File: src/rtl/sa_down_result_reader_if.sv
// Result stream from the down-SRAM drain engine: one accumulated word per
// transfer, tagged with its column index and an end-of-range marker.
interface sa_down_result_reader_if #(
    parameter int OUT_DATA_WIDTH = 32,
    parameter int LOG2_NUM_COL   = 2
);
    logic [OUT_DATA_WIDTH-1:0] data;
    logic                      valid;
    logic                      ready;
    logic [LOG2_NUM_COL-1:0]   col_idx;
    logic                      last;

    modport master (output data, output valid, output col_idx, output last, input ready);
    modport slave  (input data, input valid, input col_idx, input last, output ready);
endinterface

File: src/rtl/sa_down_result_reader.sv
// Drains a range of down-SRAM rows: one read per row, then serializes the
// NUM_COL result words of that row onto a valid/ready stream.
module sa_down_result_reader #(
    parameter int NUM_COL              = 4,
    parameter int OUT_DATA_WIDTH       = 32,
    parameter int LOG2_SRAM_BANK_DEPTH = 5,
    parameter int LOG2_NUM_COL         = 2
) (
    input  logic                              clk,
    input  logic                              rst_n,
    input  logic                              i_start,
    input  logic [LOG2_SRAM_BANK_DEPTH-1:0]   i_start_addr,
    input  logic [LOG2_SRAM_BANK_DEPTH-1:0]   i_end_addr,
    output logic                              o_down_rd_en,
    output logic [LOG2_SRAM_BANK_DEPTH-1:0]   o_down_rd_addr,
    input  logic [NUM_COL*OUT_DATA_WIDTH-1:0] i_down_rd_data,
    sa_down_result_reader_if.master           res,
    output logic                              o_busy,
    output logic                              o_done
);
    localparam logic [LOG2_NUM_COL-1:0] LAST_COL = LOG2_NUM_COL'(NUM_COL - 1);

    typedef enum logic [2:0] {IDLE, READ, WAIT, STREAM, DONE} state_t;

    state_t                              state_r;
    logic [LOG2_SRAM_BANK_DEPTH-1:0]     cur_addr_r;
    logic [LOG2_SRAM_BANK_DEPTH-1:0]     end_addr_r;
    logic [NUM_COL*OUT_DATA_WIDTH-1:0]   row_r;
    logic [LOG2_NUM_COL-1:0]             col_r;
    logic                                rd_en_r;
    logic [LOG2_SRAM_BANK_DEPTH-1:0]     rd_addr_r;
    logic [OUT_DATA_WIDTH-1:0]           data_r;
    logic                                valid_r;
    logic                                last_r;
    logic                                busy_r;
    logic                                done_r;

    logic [LOG2_NUM_COL-1:0]             next_col_s;
    logic [LOG2_SRAM_BANK_DEPTH-1:0]     next_addr_s;
    logic                                at_end_s;
    logic                                transfer_s;

    function automatic logic [OUT_DATA_WIDTH-1:0] col_word(
        input logic [NUM_COL*OUT_DATA_WIDTH-1:0] row,
        input logic [LOG2_NUM_COL-1:0]           col
    );
        col_word = row[col*OUT_DATA_WIDTH +: OUT_DATA_WIDTH];
    endfunction

    // Address increment wraps naturally at the bank depth.
    assign next_col_s  = col_r + 1'b1;
    assign next_addr_s = cur_addr_r + 1'b1;
    assign at_end_s    = (cur_addr_r == end_addr_r);
    assign transfer_s  = valid_r & res.ready;

    assign o_down_rd_en   = rd_en_r;
    assign o_down_rd_addr = rd_addr_r;
    assign res.data       = data_r;
    assign res.valid      = valid_r;
    assign res.col_idx    = col_r;
    assign res.last       = last_r;
    assign o_busy         = busy_r;
    assign o_done         = done_r;

    // Drain FSM; every output is set on the edge entering the state that owns it.
    always_ff @(posedge clk or negedge rst_n) begin
        if (!rst_n) begin
            state_r    <= IDLE;
            cur_addr_r <= '0;
            end_addr_r <= '0;
            row_r      <= '0;
            col_r      <= '0;
            rd_en_r    <= 1'b0;
            rd_addr_r  <= '0;
            data_r     <= '0;
            valid_r    <= 1'b0;
            last_r     <= 1'b0;
            busy_r     <= 1'b0;
            done_r     <= 1'b0;
        end else begin
            case (state_r)
                IDLE: begin
                    done_r <= 1'b0;
                    if (i_start) begin
                        cur_addr_r <= i_start_addr;
                        end_addr_r <= i_end_addr;
                        rd_addr_r  <= i_start_addr;
                        rd_en_r    <= 1'b1;
                        busy_r     <= 1'b1;
                        state_r    <= READ;
                    end
                end
                READ: begin
                    rd_en_r <= 1'b0;
                    state_r <= WAIT;
                end
                WAIT: begin
                    row_r   <= i_down_rd_data;
                    col_r   <= '0;
                    data_r  <= col_word(i_down_rd_data, '0);
                    valid_r <= 1'b1;
                    last_r  <= at_end_s && (LAST_COL == '0);
                    state_r <= STREAM;
                end
                STREAM: begin
                    if (transfer_s) begin
                        if (col_r != LAST_COL) begin
                            col_r  <= next_col_s;
                            data_r <= col_word(row_r, next_col_s);
                            last_r <= at_end_s && (next_col_s == LAST_COL);
                        end else begin
                            valid_r <= 1'b0;
                            last_r  <= 1'b0;
                            if (at_end_s) begin
                                busy_r  <= 1'b0;
                                done_r  <= 1'b1;
                                state_r <= DONE;
                            end else begin
                                cur_addr_r <= next_addr_s;
                                rd_addr_r  <= next_addr_s;
                                rd_en_r    <= 1'b1;
                                state_r    <= READ;
                            end
                        end
                    end
                end
                DONE: begin
                    done_r  <= 1'b0;
                    state_r <= IDLE;
                end
                default: begin
                    rd_en_r <= 1'b0;
                    valid_r <= 1'b0;
                    last_r  <= 1'b0;
                    busy_r  <= 1'b0;
                    done_r  <= 1'b0;
                    state_r <= IDLE;
                end
            endcase
        end
    end
endmodule

File: src/flat_wrapper.sv
// flat-port wrapper written by rule: the top's interface ports become plain ports
module sa_down_result_reader_flat 
#(
    parameter int NUM_COL              = 4,
    parameter int OUT_DATA_WIDTH       = 32,
    parameter int LOG2_SRAM_BANK_DEPTH = 5,
    parameter int LOG2_NUM_COL         = 2
)
  (clk, rst_n, i_start, i_start_addr, i_end_addr, o_down_rd_en, o_down_rd_addr, i_down_rd_data, o_busy, o_done, res_data, res_valid, res_col_idx, res_last, res_ready);
  sa_down_result_reader_if #(.OUT_DATA_WIDTH(OUT_DATA_WIDTH), .LOG2_NUM_COL(LOG2_NUM_COL)) res_i ();
  input  logic clk;
  input  logic rst_n;
  input  logic i_start;
  input  logic [LOG2_SRAM_BANK_DEPTH-1:0] i_start_addr;
  input  logic [LOG2_SRAM_BANK_DEPTH-1:0] i_end_addr;
  output logic o_down_rd_en;
  output logic [LOG2_SRAM_BANK_DEPTH-1:0] o_down_rd_addr;
  input  logic [NUM_COL*OUT_DATA_WIDTH-1:0] i_down_rd_data;
  output logic o_busy;
  output logic o_done;
  output wire logic [$bits(res_i.data)-1:0] res_data;
  output wire logic [$bits(res_i.valid)-1:0] res_valid;
  output wire logic [$bits(res_i.col_idx)-1:0] res_col_idx;
  output wire logic [$bits(res_i.last)-1:0] res_last;
  input wire logic [$bits(res_i.ready)-1:0] res_ready;
  assign res_data = res_i.data;
  assign res_valid = res_i.valid;
  assign res_col_idx = res_i.col_idx;
  assign res_last = res_i.last;
  assign res_i.ready = res_ready;
  sa_down_result_reader #(.NUM_COL(NUM_COL), .OUT_DATA_WIDTH(OUT_DATA_WIDTH), .LOG2_SRAM_BANK_DEPTH(LOG2_SRAM_BANK_DEPTH), .LOG2_NUM_COL(LOG2_NUM_COL)) u_core (.clk(clk), .rst_n(rst_n), .i_start(i_start), .i_start_addr(i_start_addr), .i_end_addr(i_end_addr), .o_down_rd_en(o_down_rd_en), .o_down_rd_addr(o_down_rd_addr), .i_down_rd_data(i_down_rd_data), .res(res_i), .o_busy(o_busy), .o_done(o_done));
endmodule
File: config.mk
export PLATFORM = sky130hd
export DESIGN_NAME = sa_down_result_reader_flat
export DESIGN_NICKNAME = d
export VERILOG_FILES = /design/src/rtl/sa_down_result_reader_if.sv /design/src/rtl/sa_down_result_reader.sv /design/src/flat_wrapper.sv
export SDC_FILE = /design/constraint.sdc
export NUM_CORES = 1
export LEC_CHECK = 0
export ABC_AREA = 1
export CAP_MARGIN = 20
export CORE_UTILIZATION = 46
export CTS_BUF_LIST = sky130_fd_sc_hd__clkbuf_4 sky130_fd_sc_hd__clkbuf_8
export CTS_CLUSTER_DIAMETER = 100
export DETAILED_ROUTE_END_ITERATION = 10
export MAX_ROUTING_LAYER = met4
export PLACE_DENSITY = 0.85
export SLEW_MARGIN = 20
export SYNTH_ARGS = -nofsm -noshare
export SYNTH_HDL_FRONTEND = slang
export SYNTH_SLANG_ARGS = --single-unit
File: constraint.sdc
create_clock -name clk -period 2.3 [get_ports clk]
set_clock_uncertainty 0.15 [all_clocks]
set_input_delay 0.345 -clock clk [delete_from_list [all_inputs] [get_ports clk]]
set_output_delay 0.345 -clock clk [all_outputs]
set_load 0.01 [all_outputs]
==> summary.md, run 1 <==
| Metric | Value |
|---|---|
| Synthesis-stage register bit count | 180 |
| Worst Path Max Fanout | 96 |
| Initial core utilization | 47.50% |
| Via density per instance | between 5 and 6 |
| Top cells by area, synth | dfrtp_1, mux2_2, o21ai_0, nor2_1, nand2_1 |
| CP Class | flop to flop |
| 1st-pass router iterations | 5 |
| Max-cap violations | 0 |
| Worst setup SP type | flop |
| Global-route usage over all layers | 23.95% |
| Initial antenna violation count | 1 |
| Post-synth net total | around 1000 |
| Most used cell, CP | o21ai_0 |
| Post-synthesis sequential area ratio | 54.45% |
| Final WL | 20510 um |
| Final GP Congestion | 0.8381 |
| Peak per-stage delay on the critical path | 0.69 ns |
| Asr flop ratio synth | 100.0% |
| Hold WS | ~0.24 ns |
| CP Cell Sequence | inv_2 -> buf_4 -> a21oi_1 -> o21ai_0 -> o21ai_0 -> nor2_1 -> o21ai_1 |
| Status | complete, no violations |
| Share of layout cells above drive strength 1 | 14.13% |
| DPL Wire Length | around 14000 um |
| Required time of the worst setup path | 2.49 ns |
| Die X | 136.1 um |
| TNS Setup | 0 ns |
| Prevailing post-synth register cell | dfrtp_1 |
| Crit path arrival time | 2.38 ns |
| FP Rows | 48 |
| EDFF count, synth | 0 |
| # port buffers | between 150 and 200 |
| Largest net degree at the start of global routing | just under 100 |
| Worst setup EP type | flop |
| PwrDens | about 1300 nW/um^2 |
| Final period utilization | 95.02% |
| Hold Path Class | input port to async pin |
| # nets final | between 1000 and 1500 |
| Leakage | 0.004830 uW |
| Mean area per synthesized cell | between 9 and 10 sq um |
| Peak supply drop | about 0.77 mV |
| CTS Buffer Depth | 2 |
| Post-CTS Setup Bufs | 0 |
| I/O pin cnt | 186 |
| Synthesis-to-layout area growth | 30.67% |
| CTS tree | built |
| Vias in the first global route | 6841 |
| Clock Pin Slew Worst Setup and Hold Paths | 0.09 ns |
| Fin crit period | 2.185 ns |
| CORE AREA | about 17000 sq um |
| DIE AREA | 18520 sq um |
| Sink Count | 180 |
| Worst-Skew Late Latency | 0.46 ns |
| Relative slew slack | 40.78% |
| Dominant cell by count in the synthesized netlist | dfrtp_1 |
| Count of different cell masters after synthesis | 29 |
| Pins Over Slew Limit | 0 |
| Place WS | 0.1541 ns |
| Worst setup margin | 0.1146 ns |
| WL per Instance | 15.84 um |
| Post-route ant nets | 0 |
| First-pass GRT wire length | 33220 um |
| CP max-delay cell | buf_4 |
| Fmax | 457.6 MHz |
| Post-synth top area cell | dfrtp_1 |
| Yosys warning total | 0 |
| DRT iter0 DRCs | 385 |
| Post-synth top cells | dfrtp_1, o21ai_0, nor2_1 |
| Yosys top cell area share | 54.45% |
| Hold violation count in the final report | 0 |
| Synth Cell Area | just over 8000 sq um |
| Mapped Cells | 884 |
| CTS Buf Count | 17 |
| Final setup viols | 0 |
| Total power | 14260 uW |
| Worst-margin pin slew | 0.8883 ns |
| Die Span Y | 136.1 um |
| Unrepaired setup endpoints after global routing | false |
| DRC viols | 0 |
| DR vias | roughly 7000 |
| GRT overflow | 0 |
| R2R cell count | 7 |
| H-tree level count | 4 |
| CTS Root Cell | clkbuf_8 |
placed cells by master (no fill, tap or decap), drive strengths merged, types with 2 or more instances in the layout:
cell,count
a21oi,71
buf,22
clkbuf,23
clkdlybuf4s50,184
clkinv,6
clkinvlp,2
dfrtp,180
ha,3
inv,67
mux2,80
nand2,110
nand3,13
nand4,8
nor2,112
o21ai,180
o31ai,2
layout make-up:
type / instances / area [sq um]
multi-input cells: 583 / 3264
diodes: 1 / 2.502
inverters: 68 / 260.3
clock buffers: 23 / 297.8
clock inverters: 8 / 77.57
fillers: 1445 / 6606
repair buffers: 207 / 2121
flip-flops and latches: 180 / 4506
well taps: 225 / 281.5
through the flow:
stage | area (sq um) | utilization, % | instances
5_1_grt | 10810 | 62.07 | 1295
3_5_place_dp | 10420 | 59.83 | 1262
4_1_cts | 10810 | 62.04 | 1294
6_report | 10810 | 62.07 | 1295
2_1_floorplan | 8274 | - | 884
3_3_place_gp | 10420 | 59.83 | 1262
path summary, 6_finish.rpt:
kind,start,endpoint,slack [ns]
max in group asynchronous,rst_n,u_core.end_addr_r[1],1.06
worst min-delay path,rst_n,u_core.res.data[25],0.24
worst max register to register,u_core.res.col_idx[0],u_core.res.data[11],0.11
worst max-delay path,u_core.res.col_idx[0],u_core.res.data[11],0.11
worst min register to register,u_core.row_r[17],u_core.row_r[17],0.34
min in group clk,i_down_rd_data[35],u_core.row_r[35],0.31
registers in the layout, indices dropped and copies added, names as in the netlist, 2 cells and up:
name                   flops
u_core.end_addr_r          5
u_core.o_down_rd_addr      5
u_core.res.col_idx         2
u_core.res.data           32
u_core.row_r             128
u_core.state_r             3
what timing repair did:
| action | CTS | global route |
|---|---|---|
| endpoints found under the setup margin | 0 | 1 |
| hold endpoints to repair | 40 | 0 |
| gates resized for setup | 0 | 2 |
| hold buffers | 1 | 0 |
kinds of logic (layout without fill, tap and decap cells):
kind of cell / count (synthesis) / in the layout / share of synthesized area, %
AND/OR/NAND/NOR: 245 / 245 / 12.21
XOR/XNOR: 1 / 1 / 0.1059
AO/OA/AOI/OAI: 254 / 254 / 15.64
buffers and inverters: 121 / 306 / 6.261
other: 0 / 1 / 0
flip-flops: 180 / 180 / 54.45
multiplexers: 80 / 80 / 10.89
adder cells (fa/ha/maj): 3 / 3 / 0.4538
layer usage:
metal | up-vias | part of all wire [%] | track usage (%)
met5 | - | 0 | -
met4 | 0 | 1.8 | 8.086
met3 | 40 | 7.9 | 6.450
met2 | 262 | 48 | 38.47
met1 | 3282 | 42 | 29.14
li1 | 3279 | - | -
critical path: cells and delay by family, from the launching register on:
kind / cells / cell delay, ns
AOI/OAI and AO/OA: 4 / 0.55
and+or+nand+nor: 1 / 0.13
buffers and inverters: 2 / 0.76
DFF: 1 / 0.47
power by group:
part | leakage, uW | switching, uW | internal, uW
clock network | 0.000192 | 1090 | 971
registers | 0.00210 | 862 | 4740
logic | 0.00253 | 3550 | 3060
(Power assumes the default switching activity.)
==> inputs of run 2 (changes only) <==
SKIP_LAST_GASP = 1   (was not set)
==> results of run 2 <==
Same layout as run 1: the final DEF is identical, and so are final timing and power.
==> inputs of run 3 (changes only) <==
ABC_AREA = not set   (was 1)
SETUP_SLACK_MARGIN = 0.4   (was not set)
==> summary.md, run 3 <==
| Metric | Value |
|---|---|
| Most flops, register | u_core.row_r |
| CP Class | flop to primary output |
| I/O pin cnt | 186 |
| # nets final | ~1000 |
| Peak supply drop | 0.6886 mV |
| Reg2Reg Capture Point | u_core.o_down_rd_addr[0] |
| H-tree level count | 4 |
| DPL Wire Length | between 10000 and 15000 um |
| Yosys warning total | 0 |
| Final GP Congestion | 0.8356 |
| Post-synth top area cell | dfrtp_1 |
| Worst setup SP type | flop |
| Synthesis-stage register bit count | between 150 and 200 |
| CTS tree | built |
| DRT iter0 DRCs | between 300 and 400 |
| Via density per instance | 5.543 |
| Reg-to-Reg Start | u_core.res.col_idx[0] |
| Largest net degree at the start of global routing | 67 |
| DR vias | 5926 |
| Top cells by area, synth | dfrtp_1, mux2_2, mux2i_1, mux4_2, nand2_1 |
| Part of the power in registers | 35.8% |
| Final period utilization | 83.21% |
| Prevailing post-synth register cell | dfrtp_1 |
| GRT overflow | 0 |
| Unrepaired setup endpoints after global routing | true |
| Required time of the worst setup path | 1.80 ns |
| Dominant cell by count in the synthesized netlist | dfrtp_1 |
| Antenna diode count | 0 |
| Place WS | 0.1848 ns |
| Die X | 135.6 um |
| Worst setup margin | 0.3861 ns |
| Final setup viols | 0 |
| Post-route ant nets | 0 |
| PwrDens | 1415 nW/um^2 |
| Filler cells | about 1300 |
| Most frequent cells in the layout | dfrtp_1, clkdlybuf4s50_1, mux2_2 |
| DRC viols | 0 |
| Count of different cell masters after synthesis | 39 |
| CTS Buf Count | 17 |
| Synthesis-to-layout area growth | 36.71% |
| Clk pwr share | 14.2% |
| WL per Instance | 19.66 um |
| Clock Pin Slew Worst Setup and Hold Paths | roughly 0.090 ns |
| Pins Over Slew Limit | 0 |
| # port buffers | between 150 and 200 |
| Worst setup EP type | primary output |
| First-pass GRT wire length | 31430 um |
| CTS Buffer Depth | 2 |
| TNS Setup | 0 ns |
| Initial antenna violation count | 0 |
| Post-synth net total | 765 |
| Fmax | 522.5 MHz |
| Hold WS | 0.2056 ns |
| Hold violation count in the final report | 0 |
| Hold Path Class | input port to async pin |
| Worst Path Max Fanout | 12 |
| Post-synthesis sequential area ratio | between 50% and 60% |
| Worst-margin pin slew | 0.4249 ns |
| Final WL | 21010 um |
| DIE AREA | 18400 sq um |
| EDFF count, synth | 0 |
| FP Rows | 48 |
| Max-cap violations | 0 |
| Die Span Y | 135.6 um |
| Initial core utilization | 47.33% |
| CP Cell Sequence | buf_6 -> clkdlybuf4s15_1 |
| Mean area per synthesized cell | 13.25 sq um |
| Peak per-stage delay on the critical path | around 0.49 ns |
| Synth Cell Area | 8214 sq um |
| 1st-pass router iterations | 4 |
| R2R cell count | 6 |
| Design internal power | approximately 10000 uW |
| Leakage | 0.004729 uW |
| Total power | 15890 uW |
| Relative slew slack | about 72% |
| CORE AREA | 17360 sq um |
| Crit path arrival time | roughly 1.4 ns |
| Commonest non-fill, non-tap cell in the layout | dfrtp_1 |
| Share of layout cells above drive strength 1 | approximately a third |
| Final Core Density | 64.70% |
| Gate power share | 49.9% |
| Critical Path Stages | 2 |
| Post-synth top cells | dfrtp_1, mux2_2, nand2_1 |
| CP max-delay cell | dfrtp_4 |
| Asr flop ratio synth | 100.0% |
| Worst-Skew Late Latency | between 0.4 and 0.5 ns |
| Vias in the first global route | 5980 |
| Mapped Cells | 620 |
| Yosys top cell area share | 54.84% |
| Cell family with most CP delay | flip-flops |
| Max reg flops | 128 |
| Net Sw Power | ~5600 uW |
| CTS Root Cell | clkbuf_8 |
| Sink Count | 180 |
| Sw frac | a little over a third |
| CP Buf/Inv Count | 2 |
| Fin crit period | 1.914 ns |
| Status | complete, no violations |
| Global-route usage over all layers | 23.47% |
| Reg2reg setup slack | between 0.4 and 0.5 ns |
## run 3: worst max path at each step
stage                                from                  endpoint  slack [ns]
finish              u_core.res.col_idx[0]            res_col_idx[0]        0.39
global route        u_core.res.col_idx[0]             u_core.o_busy        0.32
CTS                 u_core.res.col_idx[0]            res_col_idx[0]        0.33
detailed placement              res_ready        u_core.res.data[3]        0.18
global placement                res_ready  u_core.o_down_rd_addr[0]        0.21
floorplan           u_core.res.col_idx[0]        u_core.res.data[0]        0.19
## run 3: power groups by stage
stage | Combinational (uW) | Clock [uW] | Sequential, uW
6_report | 7940 | 2260 | 5700
5_1_grt | 8530 | 2430 | 5870
4_1_cts | 7660 | 2300 | 5670
3_5_place_dp | 6920 | 0 | 5790
3_3_place_gp | 6680 | 0 | 5720
2_1_floorplan | 4990 | 0 | 5630
## run 3: timing repair
action                                 in CTS  in global routing
endpoints found under the hold margin      34                  0
gates resized for setup                    57                 19
gates cloned                                3                  5
setup buffers                              25                  1
setup endpoints to repair                 146                163
pin swaps                                   3                  3
hold buffers                                1                  0
## run 3: routing by layer
layer	vias to the layer above	GRT usage [%]	part of all wire (%)
li1	2671	-	-
met1	3008	29.15	42
met2	201	36.68	50
met3	46	4.863	5.4
met4	0	11.11	3.3
met5	-	-	0
## run 3: final cells by class
class | count | area [sq um] | area share [%]
clock inverters | 15 | 177.7 | 1.582
multi-input cells | 389 | 3505 | 31.21
repair buffers | 237 | 2490 | 22.17
inverters | 6 | 25.02 | 0.2228
well taps | 225 | 281.5 | 2.507
clock buffers | 17 | 234.0 | 2.084
flip-flops and latches | 180 | 4517 | 40.22
## run 3: worst register-to-register path, delay by kind of cell (launching register included)
kind	cells	cell delay [ns]
adder cells (fa/ha/maj)	1	0.21
AO/OA/AOI/OAI	2	0.41
AND/OR/NAND/NOR	2	0.38
flip-flops	1	0.43
multiplexers	1	0.20
## run 3: cells by family (layout without fill, tap and decap cells)
family | Yosys count | after routing | synth area share [%]
buf+inv | 52 | 275 | 3.808
flops | 180 | 180 | 54.84
simple gates | 118 | 119 | 6.276
mux | 184 | 184 | 26.75
fa+ha+maj | 3 | 3 | 0.4570
compound gates | 78 | 78 | 7.342
xor+xnor | 5 | 5 | 0.5331
## run 3: stage by stage
stage                     area, sq um  cells
final                           11230   1069
after CTS                       11050   1063
after detailed placement        10310   1002
after global routing            11230   1069
after floorplan                  8302    620
after global placement          10310   1002
